[config.mk]
export PLATFORM = sky130hd
export DESIGN_NAME = keycode_event_unit
export DESIGN_NICKNAME = d
export VERILOG_FILES = /design/src/rtl/keycode_event_unit.sv
export SDC_FILE = /design/constraint.sdc
export NUM_CORES = 1
export LEC_CHECK = 0
export ABC_AREA = 1
export CORE_UTILIZATION = 50
export DETAILED_ROUTE_END_ITERATION = 7
export GPL_TIMING_DRIVEN = 0
export PLACE_DENSITY = 0.71
export SYNTH_ARGS = -nofsm -noshare
export SYNTH_HDL_FRONTEND = slang
export SYNTH_SLANG_ARGS = --single-unit
[constraint.sdc]
create_clock -name Clk -period 2.3 [get_ports Clk]
set_input_delay 0.69 -clock Clk [delete_from_list [all_inputs] [get_ports Clk]]
set_output_delay 0.69 -clock Clk [all_outputs]
set_load 0.02 [all_outputs]
[src/rtl/keycode_event_unit.sv]
// keycode_event_unit: turns changes of the two-slot HID keycode set into ordered press/release events in a FIFO.
// Optional build macro KEYCODE_STABLE_FILTER_EN inserts a keycode stability filter ahead of the FSM.
module keycode_event_unit #(
    parameter int DEPTH = 8
`ifdef KEYCODE_STABLE_FILTER_EN
    ,
    parameter int STABLE_CYCLES = 4
`endif
) (
    input  logic        Clk,
    input  logic        Reset,
    input  logic [15:0] keycode,
    output logic        evt_valid,
    input  logic        evt_ready,
    output logic        evt_release,
    output logic [7:0]  evt_code,
    output logic        held_w,
    output logic        held_a,
    output logic        held_s,
    output logic        held_d,
    output logic        held_space,
    output logic        busy,
    output logic        overflow,
    input  logic        ovf_clr
);

    localparam int AW = $clog2(DEPTH);
    localparam int CW = AW + 1;

    typedef enum logic [2:0] {S_IDLE, S_REL0, S_REL1, S_PRS0, S_PRS1} state_t;

    function automatic logic key_in(input logic [7:0] code, input logic [7:0] a, input logic [7:0] b);
        return (code == a) || (code == b);
    endfunction

    // ---------------- input stage ----------------
    logic [15:0] r_kc_q;

`ifdef KEYCODE_STABLE_FILTER_EN
    logic [15:0] r_kc_raw_prev;
    logic [7:0]  r_stable_cnt;

    // A value reaches the FSM only after it has stayed unchanged for STABLE_CYCLES edges.
    always_ff @(posedge Clk) begin
        if (Reset) begin
            r_kc_raw_prev <= '0;
            r_stable_cnt  <= '0;
            r_kc_q        <= '0;
        end else begin
            r_kc_raw_prev <= keycode;
            if (keycode != r_kc_raw_prev)
                r_stable_cnt <= '0;
            else if (r_stable_cnt != 8'(STABLE_CYCLES))
                r_stable_cnt <= r_stable_cnt + 8'd1;
            if (r_stable_cnt == 8'(STABLE_CYCLES))
                r_kc_q <= r_kc_raw_prev;
        end
    end
`else
    always_ff @(posedge Clk) begin
        if (Reset) r_kc_q <= '0;
        else       r_kc_q <= keycode;
    end
`endif

    // ---------------- normalisation ----------------
    logic [7:0] w_n0, w_n1;
    logic       w_sample_ok, w_same_set;

    assign w_n0        = r_kc_q[7:0];
    assign w_n1        = (r_kc_q[15:8] == r_kc_q[7:0]) ? 8'h00 : r_kc_q[15:8];
    assign w_sample_ok = (r_kc_q[7:0] != 8'h01) && (r_kc_q[15:8] != 8'h01);

    // ---------------- FSM ----------------
    state_t     r_state, w_state_nxt;
    logic [7:0] r_c0, r_c1, r_old0, r_old1, r_new0, r_new1;
    logic [4:0] r_held;
    logic       w_snap, w_commit, w_push;
    logic [8:0] w_push_data;

    assign w_same_set = ((w_n0 == r_c0) && (w_n1 == r_c1)) || ((w_n0 == r_c1) && (w_n1 == r_c0));

    always_ff @(posedge Clk) begin
        if (Reset) r_state <= S_IDLE;
        else       r_state <= w_state_nxt;
    end

    // NOTE: every always_comb output gets a default first so no path can infer a latch.
    always_comb begin
        w_state_nxt = r_state;
        w_snap      = 1'b0;
        w_commit    = 1'b0;
        w_push      = 1'b0;
        w_push_data = '0;
        case (r_state)
            S_IDLE: begin
                if (w_sample_ok && !w_same_set) begin
                    w_snap      = 1'b1;
                    w_state_nxt = S_REL0;
                end
            end
            S_REL0: begin
                w_push      = (r_old0 != 8'h00) && !key_in(r_old0, r_new0, r_new1);
                w_push_data = {1'b1, r_old0};
                w_state_nxt = S_REL1;
            end
            S_REL1: begin
                w_push      = (r_old1 != 8'h00) && !key_in(r_old1, r_new0, r_new1);
                w_push_data = {1'b1, r_old1};
                w_state_nxt = S_PRS0;
            end
            S_PRS0: begin
                w_push      = (r_new0 != 8'h00) && !key_in(r_new0, r_old0, r_old1);
                w_push_data = {1'b0, r_new0};
                w_state_nxt = S_PRS1;
            end
            S_PRS1: begin
                w_push      = (r_new1 != 8'h00) && !key_in(r_new1, r_old0, r_old1);
                w_push_data = {1'b0, r_new1};
                w_commit    = 1'b1;
                w_state_nxt = S_IDLE;
            end
            default: w_state_nxt = S_IDLE;
        endcase
    end

    always_ff @(posedge Clk) begin
        if (Reset) begin
            r_c0   <= '0;
            r_c1   <= '0;
            r_old0 <= '0;
            r_old1 <= '0;
            r_new0 <= '0;
            r_new1 <= '0;
            r_held <= '0;
        end else begin
            if (w_snap) begin
                r_new0 <= w_n0;
                r_new1 <= w_n1;
                r_old0 <= r_c0;
                r_old1 <= r_c1;
            end
            if (w_commit) begin
                r_c0   <= r_new0;
                r_c1   <= r_new1;
                r_held <= {key_in(8'h1A, r_new0, r_new1), key_in(8'h04, r_new0, r_new1),
                           key_in(8'h16, r_new0, r_new1), key_in(8'h07, r_new0, r_new1),
                           key_in(8'h2C, r_new0, r_new1)};
            end
        end
    end

    assign {held_w, held_a, held_s, held_d, held_space} = r_held;
    assign busy = (r_state != S_IDLE);

    // ---------------- event FIFO ----------------
    logic [8:0]    r_mem [DEPTH];
    logic [AW-1:0] r_wr_ptr, r_rd_ptr;
    logic [CW-1:0] r_count;
    logic          r_overflow;
    logic          w_full, w_pop, w_do_push, w_drop;

    assign w_full    = (r_count == CW'(DEPTH));
    assign evt_valid = (r_count != '0);
    assign w_pop     = evt_valid && evt_ready;
    assign w_do_push = w_push && (!w_full || w_pop);
    assign w_drop    = w_push && w_full && !w_pop;

    // NOTE: storage is not reset; the pointers and count define which entries are live.
    always_ff @(posedge Clk) begin
        if (w_do_push) r_mem[r_wr_ptr] <= w_push_data;
    end

    always_ff @(posedge Clk) begin
        if (Reset) begin
            r_wr_ptr   <= '0;
            r_rd_ptr   <= '0;
            r_count    <= '0;
            r_overflow <= 1'b0;
        end else begin
            if (w_do_push) r_wr_ptr <= r_wr_ptr + AW'(1);
            if (w_pop)     r_rd_ptr <= r_rd_ptr + AW'(1);
            case ({w_do_push, w_pop})
                2'b10:   r_count <= r_count + CW'(1);
                2'b01:   r_count <= r_count - CW'(1);
                default: r_count <= r_count;
            endcase
            // A drop in the same cycle as a clear leaves the flag set.
            if (w_drop)       r_overflow <= 1'b1;
            else if (ovf_clr) r_overflow <= 1'b0;
        end
    end

    assign {evt_release, evt_code} = evt_valid ? r_mem[r_rd_ptr] : 9'h000;
    assign overflow = r_overflow;

endmodule

==> results by group, run 1 <==
Synthesis
  • Seq cells post-synth: 158
  • Main area contributors after synthesis: edfxtp_1 28%, dfxtp_1 23%, nand2_1 9.2%, nor2_1 9.2%, inv_1 4.4%
  • Seq/Total Area, Yosys: 50.90%
  • Syn Area/Cell: 7.981 um2
  • Cell taking the most area after synthesis: edfxtp_1
  • Cell area after synthesis: 0.007630 mm2
  • Net Count, Synth: 981
  • Most used DFF post-synth: dfxtp_1
  • Yosys cell types: 38
  • Asr flop ratio synth: 0%
  • Share of the synthesized area in the top cell type: 28.34%
  • Post-synth EDFFs: 72
  • Warnings, synthesis: 0
  • Gate Count Post-Synth: 956
  • Most frequent cells after synthesis: 186 x nand2_1, 186 x nor2_1, 89 x inv_1, 86 x dfxtp_1, 72 x edfxtp_1

Layout
  • Fin nets: 1073
  • Layout cell share with drive strength beyond 1: 26.58%
  • N_diodes: 0
  • Fill count: 1149
  • Final Instance Area: 0.01001 mm2
  • Core Util, Final: 68.07%
  • Syn-to-layout area delta: 31.14%

Timing
  • Slew @ Worst Pin: 0.9041 ns
  • Final setup fails: 10
  • Final hold violations: 0
  • Slew HR: 39.67%
  • Count of pins over their slew limit: 0
  • Final worst slack: -0.1801 ns
  • Min Hold Slack: 0.4680 ns
  • Period utilization: 107.8%
  • Max Clock Skew: 0.01046 ns
  • Setup TNS: -1.256 ns
  • Peak Freq: 403.2 MHz
  • Post-layout min period: 2.480 ns
  • RSZ-0062 raised after global routing: yes

Power
  • Sw Ratio: 36.95%
  • Reg power frac: 36.3%
  • Cell-internal power: 6.302 mW
  • Sw Pwr: 3.694 mW
  • PD cells: 999.0 mW/mm2
  • Clk pwr share: 28.4%
  • Combinational Power Share: 35.3%
  • Worst IR Drop VDD: 0.0005882 V
  • P_leak: 4.071 nW

Routing
  • Detail Route Antenna Nets: 0
  • TritonRoute pass-1 iters: 8
  • Via count: 7084
  • Avg WL per Cell: 18.20 um
  • Routed wire length: 22660 um
  • Drt drc: 1
  • Via/cell ratio: 5.690
  • Initial drt markers: 725

Clocking
  • Clock buffer depth: 2
  • Skew-Pair Late Insertion Delay: 0.44 ns
  • Num CTS Buffers: 17
  • Clock transition at path regs: 0.07 ns
  • Depth of the CTS H-tree: 4
  • Clk sinks: 158
  • Clk root buf: clkbuf_16
  • TritonCTS clock tree: built

Global route
  • Largest net degree at the start of global routing: 18
  • First-pass GRT wire length: 33730 um
  • Global Route Usage Sum: 28.43%
  • Vias in the first global route: 6489
  • Initial antenna violation count: 0
  • GRT Residual Overflow: 0

Worst setup path
  • WP data required: 1.61 ns
  • Slowest cell on crit path: dfxtp_4
  • Flop2flop setup slack: -0.09 ns
  • Crit Path Class: reg -> out
  • Worst-case reg-to-reg path depth: 18
  • Crit path max fanout: 7
  • Critical path arrival: 1.79 ns
  • CP peak stage delay: 0.41 ns
  • CP Capture Type: output port
  • CP Cell Sequence: inv_8 -> clkbuf_16 -> nor2_2 -> o22ai_2 -> o21ai_2 -> a31oi_1 -> buf_2
  • Worst r2r src: r_state[0]$_SDFFE_PP0P_
  • Worst R2R End: r_count[3]$_SDFFE_PP0P_
  • CP startpoint kind: flip-flop

Placed design
  • Post-DP HPWL: 14640 um
  • Placed Area: 0.008250 mm2
  • RePlAce Congestion: 0.9718
  • IO Port Bufs: 36

Status
  • Failing checks: DRC, setup timing
  • Status: finished with violations

Die
  • Die Wd: 125.5 um
  • Std cell rows: 44
  • Initial Util: 51.91%
  • DIE HEIGHT: 125.5 um
  • Full die area: 0.01576 mm2
  • Ports: 37
  • Core area: 0.01470 mm2

Worst hold path
  • Hold Crit Class: reg -> reg
  • Hold path startpoint: overflow$_SDFFE_PP0P_
  • Worst Hold Path EP: overflow$_SDFFE_PP0P_
  • Hold Path Depth: 2

Flow run
  • Max_cap viols: 0
[stage by stage]
| step | power [mW] | instances | setup WS, ns |
|---|---|---|---|
| after floorplan | 5.247 | 956 | 0.001392 |
| after global placement | 6.118 | 1176 | -0.9580 |
| after detailed placement | 6.166 | 1176 | -0.9058 |
| after CTS | 9.553 | 1233 | -0.1817 |
| after global routing | 10.44 | 1245 | -0.2477 |
| final | 9.996 | 1245 | -0.1801 |
[worst max path at each step]
stage	startpoint	to	cells past startpoint
5_1_grt	flip-flop	evt_code[0]	7
3_5_place_dp	flip-flop	evt_code[5]	8
4_1_cts	flip-flop	evt_code[5]	7
6_report	flip-flop	evt_code[0]	7
3_3_place_gp	flip-flop	evt_code[5]	8
2_1_floorplan	r_new0[0]$_SDFFE_PP0P_	r_count[3]$_SDFFE_PP0P_	18
[flip-flops by register name (all words and copies together), names as in the netlist, named ones only]
register	count
r_new0	8
r_old0	8
r_count	4
r_held	5
r_kc_q	16
overflow	1
r_state	3
r_rd_ptr	3
r_c0	8
r_old1	8
r_c1	8
r_wr_ptr	3
r_new1	8
r_mem	72
[cell type report]
class	instances	area [um2]	area share (%)
plain buffers	35	307.8	3.076
repair buffers	81	743.2	7.428
repair inverters	1	8.758	0.08753
inverters	93	377.9	3.776
clock buffers	19	475.5	4.752
multi-input cells	661	3729	37.26
well taps	184	230.2	2.301
flip-flops and latches	158	3998	39.95
clock inverters	13	136.4	1.363
[cells in the final DEF (no fill, tap or decap), types with 8 or more instances in the layout]
master / instances
a31oi_1: 10
nor2_4: 20
nand2_1: 170
o22ai_2: 9
inv_1: 78
clkdlybuf4s50_1: 25
xnor2_1: 14
buf_6: 14
nand2_2: 14
dfxtp_1: 33
clkbuf_16: 22
nor4_1: 11
nand3_1: 34
buf_4: 41
a21oi_1: 34
xor2_1: 21
o21ai_0: 34
dfxtp_2: 34
edfxtp_1: 72
nor2_1: 152
o21ai_2: 18
clkbuf_1: 8
nand4_1: 48
o21ai_1: 12
inv_2: 8
dfxtp_4: 19
nor2_2: 17
[power groups by stage]
stage | registers (mW) | clock network (mW) | logic [mW]
floorplan | 3.45 | 0 | 1.80
global route | 3.65 | 2.97 | 3.81
global placement | 3.51 | 0 | 2.61
CTS | 3.59 | 2.85 | 3.12
detailed placement | 3.51 | 0 | 2.65
finish | 3.63 | 2.84 | 3.53
[critical path, delay by kind of cell (launching register included)]
kind	cells	cell delay, ns
and+or+nand+nor	1	0.04
buffers and inverters	3	0.45
DFF	1	0.41
AOI/OAI and AO/OA	3	0.44
[cell families (layout without fill, tap and decap cells)]
logic type               count (synthesis)  after routing  share of synthesized area [%]
AO/OA/AOI/OAI                          131            131                          9.413
flip-flops                             158            158                          50.90
buffers and inverters                  138            242                          7.150
XOR/XNOR                                41             41                          4.707
adder cells (fa/ha/maj)                  5              5                         0.9184
AND/OR/NAND/NOR                        483            484                          26.91
[per-layer routing]
metal | part of all wire (%) | vias up | global-route usage [%] | wire length [um]
li1 | - | 3379 | - | -
met1 | 39 | 3320 | 33.78 | 8907
met2 | 50 | 316 | 49.02 | 11320
met3 | 7.1 | 69 | 6.761 | 1603
met4 | 3.7 | 0 | 12.34 | 829
met5 | 0 | - | 0 | 0
[repair_timing]
action | in CTS | in global routing
cloned | 3 | 6
hold buffers | 0 | 0
endpoints found under the setup margin | 158 | 149
pin swaps | 32 | 34
buffers inserted | 32 | 6
gates resized for setup | 214 | 158
hold endpoints to repair | 0 | 0
(Power assumes the default switching activity.)
==> run 2, diff against run 1 <==
--- a/config.mk
+++ b/config.mk
@@ -6,10 +6,10 @@
 export NUM_CORES = 1
 export LEC_CHECK = 0
 export ABC_AREA = 1
-export CORE_UTILIZATION = 50
+export CORE_UTILIZATION = 40
+export CTS_CLUSTER_SIZE = 12
 export DETAILED_ROUTE_END_ITERATION = 7
 export GPL_TIMING_DRIVEN = 0
-export PLACE_DENSITY = 0.71
 export SYNTH_ARGS = -nofsm -noshare
 export SYNTH_HDL_FRONTEND = slang
 export SYNTH_SLANG_ARGS = --single-unit
==> results by group, run 2 (synthesized netlist as in run 1, its figures left out) <==
Clocking
  • TritonCTS clock tree: built
  • Depth of the CTS H-tree: 4 (unchanged)
  • Clk sinks: 158 (unchanged)
  • Clock buffer depth: 2 (unchanged)
  • # hold bufs at CTS: 0 (unchanged)
  • Clk root buf: clkbuf_16
  • Clock transition at path regs: 0.06 ns (about the same)
  • Skew-Pair Late Insertion Delay: 0.44 ns (about the same)
  • Num CTS Buffers: 17 (unchanged)

Global route
  • Vias in the first global route: 6452 (-0.57%)
  • First-pass GRT wire length: 34790 um (+3.1%)
  • Largest net degree at the start of global routing: 18 (unchanged)
  • GRT Residual Overflow: 0 (unchanged)
  • Initial antenna violation count: 0 (unchanged)
  • Global Route Usage Sum: 23.40% (-5.0 points)

Routing
  • Via count: 6946 (-1.9%)
  • Detail Route Antenna Nets: 0 (unchanged)
  • Via/cell ratio: 5.278 (-7.2%)
  • Routed wire length: 23100 um (+1.9%)
  • TritonRoute pass-1 iters: 6 (-2)
  • Initial drt markers: 583 (-20%)
  • Drt drc: 0 (-1)
  • Avg WL per Cell: 17.55 um (-3.6%)

Layout
  • Syn-to-layout area delta: 36.96%
  • Commonest non-fill, non-tap cell in the layout: nand2_1
  • Fin cells: 1316 (+5.7%)
  • Largest register FFs: 72 (unchanged)
  • Top flop regs: r_mem (72), r_kc_q (16)
  • Core Util, Final: 55.87% (-12 points)
  • Fin nets: 1094 (+2.0%)
  • Most flops, register: r_mem
  • Fill count: 1681 (+46%)
  • N_diodes: 0 (unchanged)
  • Highest-count cells in the layout ignoring fill and taps: 165 x nand2_1, 129 x nor2_1, 75 x inv_1
  • Layout cell share with drive strength beyond 1: 30.68% (+4.1 points)

Power
  • P_leak: 4.205 nW (+3.3%)
  • PD cells: 987.5 mW/mm2 (-1.1%)
  • Design Power: 10.32 mW (+3.2%)
  • Worst IR Drop VDD: 0.0006140 V (+4.4%)

Die
  • Std cell rows: 50 (+14%)
  • Core area: 0.01871 mm2 (+27%)
  • Initial Util: 40.79% (-11 points)
  • DIE HEIGHT: 140.1 um (+12%)
  • Die Wd: 140.1 um (+12%)
  • Ports: 37 (unchanged)
  • Full die area: 0.01963 mm2 (+25%)

Worst setup path
  • CP startpoint kind: flip-flop
  • WP data required: 1.61 ns (about the same)
  • Critical path arrival: 1.90 ns (+0.11 ns)
  • CP Capture Type: output port
  • Crit path max fanout: 8 (+1)
  • Crit Path Class: reg -> out

Placed design
  • Placed insts: 1226 (+4.3%)
  • IO Port Bufs: 36 (unchanged)
  • RePlAce Congestion: 0.8742 (-10%)
  • Dpl ws: -1.049 ns (-0.1428 ns)
  • Post-DP HPWL: 15450 um (+5.6%)

Timing
  • RSZ-0062 raised after global routing: yes
  • Final hold violations: 0 (unchanged)
  • Peak Freq: 386.5 MHz (-4.1%)
  • Setup TNS: -3.570 ns (-2.314 ns)
  • Count of pins over their slew limit: 0 (unchanged)
  • Final setup fails: 42 (+32)
  • Final worst slack: -0.2870 ns (-0.1069 ns)
  • Period utilization: 112.5% (+4.6 points)
  • Max Clock Skew: 0.01137 ns (+0.0009137 ns)
  • Slew HR: 35.32% (-4.3 points)
  • Slew @ Worst Pin: 0.9692 ns (+0.06512 ns)
  • Post-layout min period: 2.587 ns (+0.1069 ns)

Status
  • Failing checks: setup timing
  • Status: finished with violations

Flow run
  • Max_cap viols: 0 (unchanged)

Worst hold path
  • Hold Crit Class: reg -> reg
## run 2: cell types whose count changed in the layout (fill, tap and decap cells not counted), sizes merged
| cell | change |
|---|---|
| clkinvlp | +2 |
| inv | -1 |
| clkinv | -2 |
| clkbuf | +1 |
| bufinv | +3 |
| buf | +19 |
| nor2 | -1 |
## run 2: path summary, 6_finish.rpt
path | from | end | slack (ns) | cells past startpoint
worst max-delay path | flip-flop | evt_code[1] | -0.29 | 7
worst min-delay path | r_rd_ptr[2]$_SDFFE_PP0P_ | r_rd_ptr[2]$_SDFFE_PP0P_ | 0.47 | 2
worst max register to register | r_new1[7]$_SDFFE_PP0P_ | r_count[3]$_SDFFE_PP0P_ | -0.07 | 18
worst min register to register | r_rd_ptr[2]$_SDFFE_PP0P_ | r_rd_ptr[2]$_SDFFE_PP0P_ | 0.47 | 2
## run 2: cell type report
type | instances | area [um2] | area share [%]
sequential | 158 | 4008 | 38.35
multi-input combinational | 660 | 3826 | 36.61
timing repair buffer | 104 | 1037 | 9.926
clock buffer | 17 | 425.4 | 4.071
inverter | 93 | 364.1 | 3.484
tap | 234 | 292.8 | 2.802
buffer | 34 | 259.0 | 2.478
clock inverter | 15 | 221.5 | 2.119
timing repair inverter | 1 | 16.27 | 0.1557
## run 2: worst max-delay path: stages, from the launching register on
cell and delay (ns):
dfxtp_4 0.39, clkinvlp_4 0.20, buf_4 0.20, o21ai_0 0.14, o22ai_1 0.10, o21ai_2 0.18, a31oi_1 0.07, buf_2 0.18
## run 2: repair_timing
item / in CTS / in global routing
endpoints found under the setup margin: 165 / 141
setup buffers: 30 / 30
pin swaps: 31 / 56
resized for setup: 230 / 170
cloned: 3 / 7
## run 2: power breakdown
group	switching, mW	leakage, nW	internal (mW)
combinational	2.08	2.50	1.53
clock	1.32	0.314	1.77
sequential	0.349	1.39	3.26
total	3.75	4.20	6.57
## run 2: layer usage
| metal | wire [um] | global-route usage (%) |
|---|---|---|
| met1 | 9726 | 28.25 |
| met2 | 11460 | 40.58 |
| met3 | 1149 | 4.444 |
| met4 | 755 | 10.24 |
| met5 | 0 | 0 |
## run 2: per-stage QoR
stage | hold slack [ns] | instance area, um2
floorplan | 0.4334 | 7660
global placement | 0.4494 | 8313
detailed placement | 0.4582 | 8313
CTS | 0.4676 | 9619
global route | 0.4855 | 10450
finish | 0.4674 | 10450
